===== src/rtl/muldiv_unit.sv =====
// Iterative RV32M multiply/divide unit: shift-add multiply, restoring divide, one bit per cycle.
// Divide support is compiled in only when MULDIV_DIV_EN is defined.
module muldiv_unit #(
    parameter int unsigned XLEN = 32
) (
    input  logic            clk,
    input  logic            rst,
    input  logic            valid_in,
    input  logic [2:0]      funct3,
    input  logic [XLEN-1:0] rs1_val,
    input  logic [XLEN-1:0] rs2_val,
    input  logic            flush,
    output logic            stall,
    output logic            busy,
    output logic            done,
    output logic [XLEN-1:0] result,
    output logic            invalid_instruction
);

    localparam int unsigned CW = $clog2(XLEN + 1);

    typedef enum logic [1:0] {S_IDLE, S_MUL, S_DIV, S_DONE} state_t;

    state_t            state;
    logic [CW-1:0]     count;
    logic [2:0]        op;
    logic [2*XLEN-1:0] acc;
    logic [XLEN-1:0]   opnd;
    logic              neg_q;

    logic              accept;
    logic              sgn1, sgn2, neg1, neg2;
    logic [XLEN-1:0]   mag1, mag2;
    logic [XLEN:0]     mul_sum;
    logic [2*XLEN-1:0] mul_next;
    logic [2*XLEN-1:0] prod;
    logic [XLEN-1:0]   mul_res;

`ifdef MULDIV_DIV_EN
    logic              neg_r;
    logic [XLEN:0]     rem_sh, diff;
    logic              qbit;
    logic [2*XLEN-1:0] div_next;
    logic [XLEN-1:0]   quot, rem, div_res;
    logic              div0, ovf;

    assign invalid_instruction = 1'b0;
`else
    assign invalid_instruction = valid_in & funct3[2];
`endif

    assign accept = (state == S_IDLE) & valid_in & ~flush & ~invalid_instruction;
    assign busy   = (state == S_MUL) | (state == S_DIV);
    assign done   = (state == S_DONE);
    assign stall  = accept | busy;

    always_comb begin
        // Divides sign both operands unless unsigned; MULH both, MULHSU rs1 only
        sgn1 = funct3[2] ? ~funct3[0] : (funct3[1:0] == 2'b01 || funct3[1:0] == 2'b10);
        sgn2 = funct3[2] ? ~funct3[0] : (funct3[1:0] == 2'b01);
        neg1 = sgn1 & rs1_val[XLEN-1];
        neg2 = sgn2 & rs2_val[XLEN-1];
        mag1 = neg1 ? -rs1_val : rs1_val;
        mag2 = neg2 ? -rs2_val : rs2_val;
    end

    // acc = {partial product high half, remaining multiplier bits}, shifted right each step
    always_comb begin
        mul_sum  = {1'b0, acc[2*XLEN-1:XLEN]} + (acc[0] ? {1'b0, opnd} : '0);
        mul_next = {mul_sum, acc[XLEN-1:1]};
        prod     = neg_q ? -mul_next : mul_next;
        mul_res  = (op == 3'b000) ? prod[XLEN-1:0] : prod[2*XLEN-1:XLEN];
    end

`ifdef MULDIV_DIV_EN
    // acc = {partial remainder, dividend bits shifting out / quotient bits shifting in}
    always_comb begin
        rem_sh   = acc[2*XLEN-1:XLEN-1];
        diff     = rem_sh - {1'b0, opnd};
        qbit     = ~diff[XLEN];
        div_next = {(qbit ? diff[XLEN-1:0] : rem_sh[XLEN-1:0]), acc[XLEN-2:0], qbit};
        quot     = div_next[XLEN-1:0];
        rem      = div_next[2*XLEN-1:XLEN];
        div_res  = op[1] ? (neg_r ? -rem : rem) : (neg_q ? -quot : quot);
        div0     = (rs2_val == '0);
        ovf      = ~funct3[0] && (rs1_val == {1'b1, {(XLEN-1){1'b0}}}) && (rs2_val == '1);
    end
`endif

    always_ff @(posedge clk) begin
        if (rst) begin
            state  <= S_IDLE;
            count  <= '0;
            op     <= '0;
            acc    <= '0;
            opnd   <= '0;
            neg_q  <= 1'b0;
            result <= '0;
`ifdef MULDIV_DIV_EN
            neg_r  <= 1'b0;
`endif
        end else if (flush) begin
            state <= S_IDLE;
        end else begin
            case (state)
                S_IDLE: begin
                    if (accept) begin
                        op    <= funct3;
                        acc   <= {{XLEN{1'b0}}, mag1};
                        opnd  <= mag2;
                        neg_q <= neg1 ^ neg2;
                        count <= CW'(XLEN);
`ifdef MULDIV_DIV_EN
                        neg_r <= neg1;
                        if (funct3[2]) begin
                            if (div0) begin
                                result <= funct3[1] ? rs1_val : '1;
                                state  <= S_DONE;
                            end else if (ovf) begin
                                result <= funct3[1] ? '0 : rs1_val;
                                state  <= S_DONE;
                            end else begin
                                state <= S_DIV;
                            end
                        end else begin
                            state <= S_MUL;
                        end
`else
                        state <= S_MUL;
`endif
                    end
                end
                S_MUL: begin
                    acc   <= mul_next;
                    count <= count - CW'(1);
                    if (count == CW'(1)) begin
                        result <= mul_res;
                        state  <= S_DONE;
                    end
                end
`ifdef MULDIV_DIV_EN
                S_DIV: begin
                    acc   <= div_next;
                    count <= count - CW'(1);
                    if (count == CW'(1)) begin
                        result <= div_res;
                        state  <= S_DONE;
                    end
                end
`endif
                S_DONE:  state <= S_IDLE;
                default: state <= S_IDLE;
            endcase
        end
    end

endmodule

===== config.mk =====
export PLATFORM = sky130hd
export DESIGN_NAME = muldiv_unit
export DESIGN_NICKNAME = d
export VERILOG_FILES = /design/src/rtl/muldiv_unit.sv
export SDC_FILE = /design/constraint.sdc
export NUM_CORES = 1
export LEC_CHECK = 0
export CORE_MARGIN = 3
export CORE_UTILIZATION = 59
export CTS_BUF_LIST = sky130_fd_sc_hd__clkbuf_16
export DETAILED_ROUTE_END_ITERATION = 6
export GPL_TIMING_DRIVEN = 0
export PLACE_DENSITY_LB_ADDON = 0.05
export SLEW_MARGIN = 20
export SYNTH_ARGS = -nofsm -noshare
export SYNTH_HDL_FRONTEND = slang
export SYNTH_SLANG_ARGS = --single-unit

===== constraint.sdc =====
create_clock -name clk -period 5.46 [get_ports clk]
set_input_delay 1.092 -clock clk [delete_from_list [all_inputs] [get_ports clk]]
set_output_delay 1.092 -clock clk [all_outputs]
set_load 0.02 [all_outputs]

==> results of run 1 <==
[per-stage QoR]
stage / total power [mW] / setup WS (ns) / area [um^2] / instances
2_1_floorplan: 1.415 / 1.576 / 10830 / 1475
3_3_place_gp: 1.597 / 0.7242 / 12160 / 1805
3_5_place_dp: 1.606 / 0.5770 / 12160 / 1805
4_1_cts: 2.810 / 0.4883 / 12770 / 1837
5_1_grt: 2.914 / 0.06888 / 12780 / 1837
6_report: 2.831 / 0.3414 / 12780 / 1837
[cell type report]
class                           instances  area (um^2)  area share [%]
Inverter                               28        105.1          0.8224
Clock buffer                           17        425.4           3.329
Multi-Input combinational cell       1204         7531           58.93
Sequential cell                       140         2803           21.93
Tap cell                              225        281.5           2.203
Timing Repair Buffer                  105         1051           8.224
Clock inverter                         15        185.2           1.449
Buffer                                103        397.9           3.113
[routing by layer]
layer,vias up,GRT usage (%),share of wire (%)
li1,5688,-,-
met1,5627,49.96,41
met2,735,56.48,43
met3,125,8.561,12
met4,0,15.25,4.2
met5,-,0,0
[critical path, stage by stage, from the launching register on]
cell	delay, ns
dfxtp_1	0.48
clkbuf_1	0.34
and2_1	0.21
ha_1	0.23
clkbuf_1	0.18
a21o_1	0.27
a211oi_1	0.66
nor3_2	0.24
or3_1	0.40
a211oi_2	0.42
nand4_1	0.52
o41ai_1	0.63
xnor2_1	0.17
o21ai_1	0.18
o21ai_1	0.07
[what timing repair did]
action,in CTS,in global routing
endpoints found under the setup margin,0,1
buffers inserted,0,0
gates resized for setup,0,1
[how the worst max path moves through the flow]
stage	from	end	depth (start not counted)
after global placement	acc[0]	result[26]	13
after global routing	acc[0]	result[22]	14
after CTS	acc[0]	result[24]	14
after floorplan	acc[0]	result[31]	15
final	acc[0]	result[24]	14
after detailed placement	acc[0]	result[22]	14
[registers in the layout, indices dropped and copies added (netlist names)]
name,flops
neg_q,1
op,3
opnd,32
count,6
acc,64
state,2
result,32
[where the power goes]
| group | switching (mW) | internal, mW |
|---|---|---|
| Sequential | 0.0283 | 1.05 |
| Clock | 0.501 | 0.726 |
| Combinational | 0.327 | 0.203 |
| Total | 0.856 | 1.98 |
[layout by cell type, fill, tap and decap left out, types with 6 or more instances in the layout]
master	netlist	routed
inv_1	28	29
nand4_1	13	13
a31oi_1	30	30
o41ai_1	13	13
o211a_1	6	6
and3_1	11	11
mux2i_1	6	6
nand3b_1	8	8
nor4_1	18	18
a22oi_1	31	31
nor3_1	35	34
o21a_1	10	10
o211ai_1	24	24
or2_2	9	9
ha_1	41	41
xor2_1	54	54
nand2_1	189	189
buf_1	11	11
clkbuf_1	88	88
nand2b_1	9	9
or4_1	19	19
clkbuf_16	0	17
o21ai_0	62	62
a311oi_1	12	12
nor2_1	132	132
and2_1	53	53
or3_1	24	24
o31ai_1	20	20
o21ai_1	27	27
a211oi_1	43	43
nand3_1	46	46
clkdlybuf4s50_1	0	105
a21o_1	18	18
a21oi_1	102	102
xnor2_1	50	50
dfxtp_1	140	140
[cells by family after synthesis]
| kind of cell | share of synthesized area (%) |
|---|---|
| simple gates | 27.04 |
| compound gates | 28.24 |
| flops | 25.88 |
| buf+inv | 4.644 |
| xor+xnor | 8.409 |
| fa+ha+maj | 4.921 |
| mux | 0.8664 |
==> results.py, run 1 <==
metrics = {
    "run_status": {
        "status": "finished with violations",
        "violations": "DRC",
    },
    "logic_synthesis": {
        "synth_edf_count": 0,
        "async_flop_share_pct": 0,
        "yosysMostFrequentCell": "nand2_1",
        "synth_top_area_share_pct": 25.88,
        "synth_cell_types": 81,
        "synth_warnings": 0,
        "yosysSeqAreaShare_pct": 25.88,
        "synth.cell_area_mm2": 0.01083,
        "synth-main-ff-cell": "dfxtp_1",
        "yosysTopAreaCell": "dfxtp_1",
        "synth_cells": 1475,
        "syn-num-nets": 1588,
        "synthTopCellsByCount": "nand2_1, dfxtp_1, nor2_1",
        "synthTopCellsByArea": "dfxtp_1, nand2_1, ha_1",
        "ys_ff_latch": 140,
        "syn_avg_cell_area_um2": 7.343,
    },
    "setup_path": {
        "timing.rr.start": "acc[0]",
        "critPathCaptureType": "flip-flop",
        "path_class": "reg2reg",
        "rrSetupSlack_ns": 0.34,
        "required_ns": 5.78,
        "ff2ff_path_depth": 14,
        "cp-start-kind": "flip-flop",
        "worst_ep_arrival_time_ns": 5.44,
        "critPathMaxFanout": 10,
        "rr_endpoint": "result[24]",
    },
    "timing": {
        "hold-worst-slack_ns": 0.4487,
        "fmaxAchievable_mhz": 195.4,
        "slew_headroom_pct": 25.75,
        "worst_pin_slew_ns": 1.107,
        "setup_tns_ns": 0,
        "rsz0062_at_grt": "false",
        "post-route-period-util_pct": 93.75,
        "setup-violations-final": 0,
        "hold_viol_final": 0,
        "fin_crit_ns": 5.119,
        "clock_skew_ns": 0.01005,
        "finalMaxSlewViolations": 0,
    },
    "route": {
        "postRouteAntennaNets": 0,
        "drc_errors": 7,
        "vias": 12180,
        "drtIter0Drc": 1329,
        "first_pass_iters": 7,
        "vias_per_cell": 6.628,
        "wl_per_cell_um": 20.51,
        "wirelength_um": 37670,
    },
    "placed_design": {
        "dp_hpwl_um": 29190,
        "portBuffers": 105,
        "gp_congestion": 1.017,
    },
    "die": {
        "coreArea_mm2": 0.01766,
        "ios": 107,
        "initial_core_util_pct": 61.34,
        "rows": 48,
        "die_h_um": 141.5,
        "dieWidth_um": 141.5,
        "die_area_mm2": 0.02002,
    },
    "cts": {
        "cts_max_path_buffers": 2,
        "cts.htree.levels": 4,
        "hold_buffers": 0,
        "numCtsBuffers": 17,
        "clock_sinks": 140,
        "path_clk_slew_ns": 0.06,
        "cts_tree": "done",
        "insertion_delay_ns": 0.44,
        "cts-root-buf": "clkbuf_16",
    },
    "global_routing": {
        "grt_antenna_before_repair": 1,
        "gr-usage-all-layers_pct": 36.82,
        "grt_max_degree": 17,
        "grt_pass1_vias": 11150,
        "grt_pass1_wl_um": 58930,
        "grt-ovfl-total": 0,
    },
    "min_path": {
        "whs_path_depth": 2,
        "holdCritStartpoint": "result[11]",
        "hp-class": "reg2reg",
        "min_to": "result[11]",
    },
    "pwr": {
        "max-vdd-ir-drop_mv": 0.2274,
        "p_leak_nw": 4.767,
        "p_per_area_mw_per_mm2": 221.5,
    },
    "layout": {
        "final_core_util_pct": 72.38,
        "areaGrowthSynthToFinish_pct": 17.99,
        "antenna_cells": 0,
        "drive_gt1_share_pct": 3.784,
        "nets": 1712,
        "fillers": 1486,
    },
    "job": {
        "cap_violations": 0,
    },
}
Note: power is estimated with default switching activity, not from simulation.
==> run 2: changes to the inputs <==
- ABC_CLOCK_PERIOD_IN_PS: default -> 5460
- HOLD_SLACK_MARGIN: default -> 0.1
==> results of run 2 <==
Final layout, timing and power as in run 1 (identical DEF).
